<file path="config.mk">
export PLATFORM = sky130hd
export DESIGN_NAME = rib_arbiter
export DESIGN_NICKNAME = d
export VERILOG_FILES = /design/src/rtl/rib_arbiter.sv
export SDC_FILE = /design/constraint.sdc
export NUM_CORES = 1
export LEC_CHECK = 0
export ABC_AREA = 1
export ABC_CLOCK_PERIOD_IN_PS = 1850
export BUFFER_PORTS_ARGS = -buffer_cell sky130_fd_sc_hd__buf_2
export CAP_MARGIN = 20
export CORE_AREA = 8 8 190 192
export CTS_CLUSTER_SIZE = 24
export DETAILED_ROUTE_END_ITERATION = 12
export DIE_AREA = 0 0 198 200
export GPL_TIMING_DRIVEN = 0
export PLACE_DENSITY = 0.55
export RECOVER_POWER = 50
export SETUP_SLACK_MARGIN = 0.2
export SYNTH_ARGS = -nofsm -noshare
export SYNTH_HDL_FRONTEND = slang
export SYNTH_SLANG_ARGS = --single-unit
</file>
<file path="constraint.sdc">
create_clock -name clk -period 1.85 [get_ports clk]
set_input_delay 0.2775 -clock clk [delete_from_list [all_inputs] [get_ports clk]]
set_output_delay 0.2775 -clock clk [all_outputs]
set_load 0.02 [all_outputs]
</file>
<file path="src/rtl/rib_arbiter.sv">
// Three-master, four-slave shared bus for tiny_riscv: fixed-priority grant,
// nibble address decode, req/ack handshake with timeout, and core stall output.
module rib_arbiter #(
    parameter int unsigned TIMEOUT = 16
) (
    input  logic        clk,
    input  logic        rst_n,

    input  logic        m0_req_i,
    input  logic        m0_we_i,
    input  logic [31:0] m0_addr_i,
    input  logic [31:0] m0_wdata_i,
    output logic [31:0] m0_rdata_o,
    output logic        m0_ack_o,
    output logic        m0_err_o,

    input  logic        m1_req_i,
    input  logic        m1_we_i,
    input  logic [31:0] m1_addr_i,
    input  logic [31:0] m1_wdata_i,
    output logic [31:0] m1_rdata_o,
    output logic        m1_ack_o,
    output logic        m1_err_o,

    input  logic        m2_req_i,
    input  logic        m2_we_i,
    input  logic [31:0] m2_addr_i,
    input  logic [31:0] m2_wdata_i,
    output logic [31:0] m2_rdata_o,
    output logic        m2_ack_o,
    output logic        m2_err_o,

    output logic        s0_req_o,
    input  logic [31:0] s0_rdata_i,
    input  logic        s0_ack_i,
    output logic        s1_req_o,
    input  logic [31:0] s1_rdata_i,
    input  logic        s1_ack_i,
    output logic        s2_req_o,
    input  logic [31:0] s2_rdata_i,
    input  logic        s2_ack_i,
    output logic        s3_req_o,
    input  logic [31:0] s3_rdata_i,
    input  logic        s3_ack_i,

    output logic [31:0] s_addr_o,
    output logic        s_we_o,
    output logic [31:0] s_wdata_o,
    output logic        hold_flag_o
);

    typedef enum logic [1:0] {IDLE, ACCESS, RESP} state_t;

    // Only addr[29:0] is kept: [31:30] are known zero once a slave is decoded.
    typedef struct packed {
        logic        we;
        logic [29:0] addr;
        logic [31:0] wdata;
    } req_t;

    localparam logic [7:0] CNT_LAST = 8'(TIMEOUT - 1);

    logic [2:0]        m_req;
    logic [2:0]        m_we;
    logic [2:0][31:0]  m_addr;
    logic [2:0][31:0]  m_wdata;
    logic [3:0]        s_ack;
    logic [3:0][31:0]  s_rdata;

    assign m_req   = {m2_req_i, m1_req_i, m0_req_i};
    assign m_we    = {m2_we_i, m1_we_i, m0_we_i};
    assign m_addr  = {m2_addr_i, m1_addr_i, m0_addr_i};
    assign m_wdata = {m2_wdata_i, m1_wdata_i, m0_wdata_i};
    assign s_ack   = {s3_ack_i, s2_ack_i, s1_ack_i, s0_ack_i};
    assign s_rdata = {s3_rdata_i, s2_rdata_i, s1_rdata_i, s0_rdata_i};

    state_t      state, state_d;
    logic [7:0]  cnt, cnt_d;
    req_t        req_q, req_d;
    logic [1:0]  grant, grant_d;
    logic [31:0] rdata_q, rdata_d;
    logic        err_q, err_d;
    logic [1:0]  g;
    logic [1:0]  slave;

    assign slave = req_q.addr[29:28];

    always_ff @(posedge clk) begin
        if (!rst_n) begin
            state   <= IDLE;
            cnt     <= '0;
            req_q   <= '0;
            grant   <= '0;
            rdata_q <= '0;
            err_q   <= 1'b0;
        end else begin
            state   <= state_d;
            cnt     <= cnt_d;
            req_q   <= req_d;
            grant   <= grant_d;
            rdata_q <= rdata_d;
            err_q   <= err_d;
        end
    end

    always_comb begin
        state_d = state;
        cnt_d   = cnt;
        req_d   = req_q;
        grant_d = grant;
        rdata_d = rdata_q;
        err_d   = err_q;
        g       = m_req[0] ? 2'd0 : (m_req[1] ? 2'd1 : 2'd2);
        case (state)
            IDLE: begin
                cnt_d = '0;
                if (|m_req) begin
                    grant_d = g;
                    req_d   = '{we: m_we[g], addr: m_addr[g][29:0], wdata: m_wdata[g]};
                    if (m_addr[g][31:30] == 2'b00) begin
                        state_d = ACCESS;
                    end else begin
                        // Unmapped nibble: answer straight away with an error.
                        state_d = RESP;
                        rdata_d = '0;
                        err_d   = 1'b1;
                    end
                end
            end
            ACCESS: begin
                if (s_ack[slave]) begin
                    rdata_d = s_rdata[slave];
                    err_d   = 1'b0;
                    state_d = RESP;
                end else if (cnt == CNT_LAST) begin
                    rdata_d = '0;
                    err_d   = 1'b1;
                    state_d = RESP;
                end else begin
                    cnt_d = cnt + 8'd1;
                end
            end
            RESP:    state_d = IDLE;
            default: state_d = IDLE;
        endcase
    end

    logic       in_access, in_resp;
    logic [3:0] s_sel;
    logic [2:0] m_ack;

    assign in_access = (state == ACCESS);
    assign in_resp   = (state == RESP);
    assign s_sel     = in_access ? (4'b0001 << slave) : 4'b0000;
    assign m_ack     = in_resp ? (3'b001 << grant) : 3'b000;

    assign {s3_req_o, s2_req_o, s1_req_o, s0_req_o} = s_sel;
    assign s_addr_o  = in_access ? {4'h0, req_q.addr[27:0]} : 32'h0;
    assign s_we_o    = in_access & req_q.we;
    assign s_wdata_o = in_access ? req_q.wdata : 32'h0;

    assign {m2_ack_o, m1_ack_o, m0_ack_o} = m_ack;
    assign {m2_err_o, m1_err_o, m0_err_o} = m_ack & {3{err_q}};
    assign m0_rdata_o = m_ack[0] ? rdata_q : 32'h0;
    assign m1_rdata_o = m_ack[1] ? rdata_q : 32'h0;
    assign m2_rdata_o = m_ack[2] ? rdata_q : 32'h0;

    // The core stalls until its own response cycle, or whenever debug owns the bus.
    assign hold_flag_o = m2_req_i ? !(in_resp && grant == 2'd2)
                                  : ((state != IDLE) || m0_req_i || m1_req_i);

endmodule
</file>
==> results of run 1 <==
## synthesized netlist by cell type (8+ instances only)
cell | n | area [µm²]
nand2_1 | 242 | 908
nor2_1 | 241 | 905
nand3_1 | 152 | 761
inv_1 | 113 | 424
dfxtp_1 | 108 | 2160
o21ai_0 | 58 | 290
a22oi_1 | 57 | 428
a31oi_1 | 57 | 357
clkbuf_1 | 41 | 154
buf_2 | 40 | 200
a21oi_1 | 21 | 105
o21ai_1 | 13 | 65.1
buf_4 | 8 | 60.1
## per-layer routing
layer	global-route usage, %	wire length [µm]
met1	24.4	17800
met5	0	41
met3	4.34	3180
met2	41.7	23700
met4	9.85	1960
## worst max-delay path: cells and delay by family, from the launching register on
| family | cells | cell delay [ns] |
|---|---|---|
| flip-flops | 1 | 0.38 |
| AND/OR/NAND/NOR | 3 | 0.40 |
| buffers and inverters | 5 | 0.59 |
## per-stage QoR
stage | util, % | power (mW)
floorplan | - | 4.61
detailed placement | 31.7 | 5.99
CTS | 41.8 | 9.62
global placement | 31.7 | 5.98
global route | 42.0 | 10.1
finish | 42.0 | 9.56
## power breakdown
group          switching [mW]  leakage (nW)  internal [mW]
registers               0.181         0.891           2.63
logic                    2.73          5.01           1.87
clock network            1.07         0.152           1.08
total                    3.98          6.05           5.58
## area by class of cell
cell class	count	area share, %
diodes	3	0.0540
plain buffers	98	6.07
clock buffers	9	1.62
clock inverters	7	0.585
inverters	122	3.44
multi-input cells	871	38.2
flip-flops and latches	108	15.7
well taps	448	4.03
repair buffers	548	30.4
## sequential cells by signal (all words and copies together) (netlist names)
signal,count
state,2
req_q,63
cnt,8
err_q,1
rdata_q,32
grant,2
## kinds of logic (layout without fill, tap and decap cells)
logic type                 count (synthesis)  in the layout  share of synthesized area, %
and+or+nand+nor                          649            649                          37.5
xor gates and xnor gates                   2              2                         0.246
adders and majority gates                  1              1                         0.176
buffers and inverters                    220            784                          13.0
AOI/OAI and AO/OA                        215            215                          18.7
DFF                                      108            108                          30.4
other                                      1              7                        0.0527
## worst paths after layout
check	startpoint	endpoint	slack, ns	depth (start not counted)
worst min-delay path	m1_addr_i[23]	req_q[55]$_SDFFE_PN0P_	0.17	3
worst min register to register	rdata_q[17]$_SDFFE_PN0P_	rdata_q[17]$_SDFFE_PN0P_	0.47	2
worst max register to register	state[1]$_SDFFE_PN0P_	req_q[36]$_SDFFE_PN0P_	0.02	6
worst max-delay path	state[1]$_SDFFE_PN0P_	m1_rdata_o[16]	-0.18	8
## what timing repair did
| action | 4_1_cts | 5_1_grt |
|---|---|---|
| endpoints found under the hold margin | 0 | 0 |
| gates resized for setup | 725 | 19 |
| buffers inserted | 28 | 3 |
| pin swaps | 13 | 3 |
| gates cloned | 19 | 0 |
| setup endpoints to repair | 275 | 256 |
==> run summary, run 1 <==
status -> finished, violations left
failing checks -> negative setup slack
CP required -> 1.57 ns
area of the mapped netlist -> 7120 µm²
CP Cell Sequence -> inv_2 > nor2_2 > inv_2 > nor3_4 > inv_6 > buf_12 > nor2_4 > buf_4
global-route wire length before repair -> 66900 µm
DRT iter0 DRCs -> 468
CTS tree -> yes
fmax -> 493 MHz
max-cap viol count -> 0
Hold/Removal Path Class -> primary input to flip-flop
num ports -> 504
commonest non-fill, non-tap cells in the layout -> buf_2 (339), nand2_1 (236), buf_6 (162)
WL final -> 46700 µm
placed insts -> 2145
Synth async-reset ratio -> 0%
CP Capture Type -> primary output
Final Hold Vio Count -> 0
Max clock buf depth -> 2
Gate Count Post-Synth -> 1196
CTS Sinks -> 108
DR vias -> 10.4k
total global routing overflow -> 0
multi-input logic area -> 5310 µm²
Post-DP Area -> 10500 µm²
clock buffer count from CTS -> 9
Setup crit start kind -> flip-flop
non-filler cells, final -> 2214
Filler cells -> 3503
post-route minimum period -> 2.03 ns
register area share after synthesis -> 30.4%
area grow syn2layout -> 95.4%
core area -> 33100 µm²
Final period util -> 110%
Slew headroom -> 57.1%
setup_tns -> -13.02 ns
measured slew at the worst slew-check pin -> 0.644 ns
most common cell after layout, fill and taps aside -> buf_2
critical path peak fanout -> 8
drt drc -> 0
Sequential cell area -> 2180 µm²
Data arrival, critical path -> 1.75 ns
Die Span Y -> 200 µm
Yosys cell types -> 32
post-route cell area -> 13900 µm²
full die area -> 39600 µm²
Power Density -> 687 nW/µm²
Crit-path slowest cell -> dfxtp_4
GR Util All Layers -> 22.4%
Vias per Instance -> 4.70
number of detailed-route iterations in the first pass -> 5
Slew Limit Fails -> 0
number of flops mapped to enable cells by yosys -> 0
Synth Warn # -> 0
fin worst setup slack -> -0.178 ns
I/O Buffers -> 498
leakage -> 6.05 nW
Synth Register Bits -> 108
layout cells sized above 1 -> 47.5%
final hold slack -> 0.171 ns
VDD IR max -> 0.000347 V
number of global-route vias before repair -> 11.0k
CP dominant cell by count -> inv_2
Worst path max stage delay -> 0.38 ns
drt wl/cell -> 21.1 µm
clk_skew -> 0.0158 ns
CTS root buffer -> clkbuf_16
Worst-path clk slew -> 0.09 ns
synthesized area per cell -> 5.95 µm²
htree depth -> 3
DP HPWL -> 37000 µm
routability cong. -> 0.955
Clock Latency Late Sink -> 0.36 ns
pin count of the biggest net entering global routing -> 20
std cell rows -> 67
DIE WIDTH -> 198 µm
RSZ-0062 raised after global routing -> true
# setup viols final -> 146
Crit Path Class -> flip-flop to primary output
Layout Nets -> 2091
Top FF cell, synth -> dfxtp_1
# hold bufs at CTS -> 0
initial antenna violation count -> 4
Place WS -> -0.441 ns
post-route antenna net violation count -> 0
Initial Util -> 21.5%
Note: power is estimated with default switching activity, not from simulation.
==> run 2: changes to the inputs <==
ABC_AREA = 0   (was 1)
CORE_AREA = 8 8 191 193   (was 8 8 190 192)
DIE_AREA = 0 0 199 201   (was 0 0 198 200)
REMOVE_ABC_BUFFERS = 1   (was unset)
==> run 2 against run 1 <==
Net effect: the flow still finishes with violations (negative setup slack); utilization down 0.39 points; final cell count down 15%; register-to-register slack worse by 0.22 ns; combinational power down 31%.
==> run summary, run 2 <==
fmax -> 481 MHz
CP dominant cell by count -> buf_6
DIE WIDTH -> 199 µm
Area contributors post-synth -> dfxtp_1 (30%), and2_1 (14%), mux4_2 (10%)
Worst path max stage delay -> 0.38 ns
leading area contributor after synthesis -> dfxtp_1
leakage -> 6.32 nW
full die area -> 40000 µm²
Slew Limit Fails -> 0
Sequential cell area -> 2180 µm²
max-cap viol count -> 0
area grow syn2layout -> 91.8%
# hold bufs at CTS -> 0
CP Capture Type -> primary output
setup_tns -> -26.76 ns
total global routing overflow -> 0
CP Cell Sequence -> buf_6 > nor4bb_4 > buf_6 > clkbuf_16 > and2_4 > buf_6
Vias per Instance -> 4.74
Final Hold Vio Count -> 0
number of flops mapped to enable cells by yosys -> 0
Hold/Removal Path Class -> primary input to flip-flop
commonest non-fill, non-tap cells in the layout -> buf_2 (329), buf_6 (188), nand2_1 (158)
post-route antenna net violation count -> 0
DRT iter0 DRCs -> 586
Top FF cell, synth -> dfxtp_1
Layout Nets -> 1753
std cell rows -> 67
DR vias -> 8879
post-route minimum period -> 2.08 ns
most frequent cell after synthesis -> nand2_1
CTS tree -> yes
top cell type's share of synthesized area -> 29.9%
number of detailed-route iterations in the first pass -> 7
VDD IR max -> 0.000391 V
CTS root buffer -> clkbuf_16
Synth Warn # -> 0
DP HPWL -> 25900 µm
Crit Path Class -> flip-flop to primary output
initial antenna violation count -> 2
GR Util All Layers -> 16.2%
Final period util -> 112%
Synth Register Bits -> 108
Clock Latency Late Sink -> 0.36 ns
status -> finished, violations left
biggest regs -> req_q (63), rdata_q (32), cnt (8)
core area -> 33300 µm²
clk_skew -> 0.0166 ns
I/O Buffers -> 499
Die Span Y -> 201 µm
number of global-route vias before repair -> 8404
# setup viols final -> 204
RSZ-0062 raised after global routing -> true
final hold slack -> 0.215 ns
most common cell after layout, fill and taps aside -> buf_2
routability cong. -> 0.906
Yosys cell types -> 42
Power Density -> 563 nW/µm²
Worst-path clk slew -> 0.08 ns
Slew headroom -> 55.0%
max FFs per register -> 63
Data arrival, critical path -> 1.80 ns
measured slew at the worst slew-check pin -> 0.675 ns
critical path peak fanout -> 6
register area share after synthesis -> 29.9%
Setup crit start kind -> flip-flop
CTS Sinks -> 108
drt drc -> 0
CP required -> 1.57 ns
num ports -> 504
Crit-path slowest cell -> dfxtp_4
pin count of the biggest net entering global routing -> 104
Reg with most FFs -> req_q
Gate Count Post-Synth -> 884
htree depth -> 3
Pwr Total -> 7.80 mW
multi-input logic area -> 5640 µm²
global-route wire length before repair -> 50200 µm
layout cells sized above 1 -> 62.6%
top post-synthesis cells by count -> nand2_1 (196), and2_1 (163), dfxtp_1 (108)
Max clock buf depth -> 2
Initial Util -> 21.7%
synthesized area per cell -> 8.17 µm²
WL final -> 40600 µm
fin worst setup slack -> -0.229 ns
drt wl/cell -> 21.7 µm
Filler cells -> 3267
Synth async-reset ratio -> 0%
failing checks -> negative setup slack
clock buffer count from CTS -> 9
area of the mapped netlist -> 7220 µm²
==> run 2: cell count changes after synthesis, moves of 33 or more <==
cell      previous run  this run
mux4_2               0        33
and2_1               0       163
o211ai_1             0        64
nor2_1             241         9
a22oi_1             57         0
nand2_1            242       196
a31oi_1             57         1
mux2i_1              0        64
a21boi_0             1        54
inv_1              113         4
nand3_1            152         6
==> run 2: metal layers <==
metal | up-vias | wire length, µm | share of wire (%) | global-route usage [%]
met5 | - | 8 | 0.020 | 0
met4 | 2 | 564 | 1.4 | 3.12
met3 | 29 | 2900 | 7.1 | 3.62
met2 | 355 | 20300 | 50 | 28.0
met1 | 4330 | 16800 | 41 | 20.3
li1 | 4163 | - | - | -
==> run 2: logic make-up after synthesis <==
family / count (synthesis) / share of synthesized area, %
flip-flops: 108 / 29.9
multiplexers: 97 / 19.2
adder cells (fa/ha/maj): 1 / 0.173
AND/OR/NAND/NOR: 402 / 27.9
other: 1 / 0.0519
buffers and inverters: 89 / 5.08
AO/OA/AOI/OAI: 186 / 17.7
==> run 2: power breakdown <==
group / leakage, nW / switching [mW] / internal (mW) / total (mW)
combinational: 5.30 / 1.51 / 1.65 / 3.16
clock: 0.133 / 0.971 / 0.961 / 1.93
sequential: 0.890 / 0.179 / 2.53 / 2.71
total: 6.32 / 2.66 / 5.14 / 7.80
==> run 2: critical path: cells and delay by family, from the launching register on <==
| kind | cells | cell delay, ns |
|---|---|---|
| and+or+nand+nor | 2 | 0.43 |
| buffers and inverters | 4 | 0.62 |
| DFF | 1 | 0.38 |
==> run 2: path summary, 6_finish.rpt <==
check	startpoint	endpoint	slack (ns)	depth (start not counted)
hold reg to reg	req_q[12]$_SDFFE_PN0P_	req_q[12]$_SDFFE_PN0P_	0.45	2
setup / recovery	grant[1]$_SDFFE_PN0P_	m1_rdata_o[10]	-0.23	6
setup reg to reg	req_q[60]$_SDFFE_PN0P_	rdata_q[5]$_SDFFE_PN0P_	-0.20	6
hold / removal	m0_addr_i[24]	req_q[56]$_SDFFE_PN0P_	0.21	3
==> run 2: per-stage QoR <==
step           util [%]  std cells  cell area [µm²]  setup WS (ns)
3_5_place_dp       30.8       1764            10200         -0.991
5_1_grt            41.6       1872            13800         -0.306
6_report           41.6       1873            13800         -0.229
3_3_place_gp       29.9       1750             9940          -3.88
2_1_floorplan         -        803             6880          -1.65
4_1_cts            34.6       1810            11500         -0.205
==> run 2: cell type report <==
type,count,share of cell area (%)
clock buffers,11,1.75
repair buffers,598,37.3
inverters,5,0.154
well taps,448,4.05
clock inverters,4,0.244
flip-flops and latches,108,15.8
multi-input cells,698,40.8
diodes,1,0.0181
==> run 2: timing repair <==
item                                    in CTS  in global routing
gates resized for setup                    209                538
cloned                                       5                 34
endpoints found under the hold margin        0                  0
buffers inserted                            26                 28
pin swaps                                   16                101
endpoints found under the setup margin     274                274
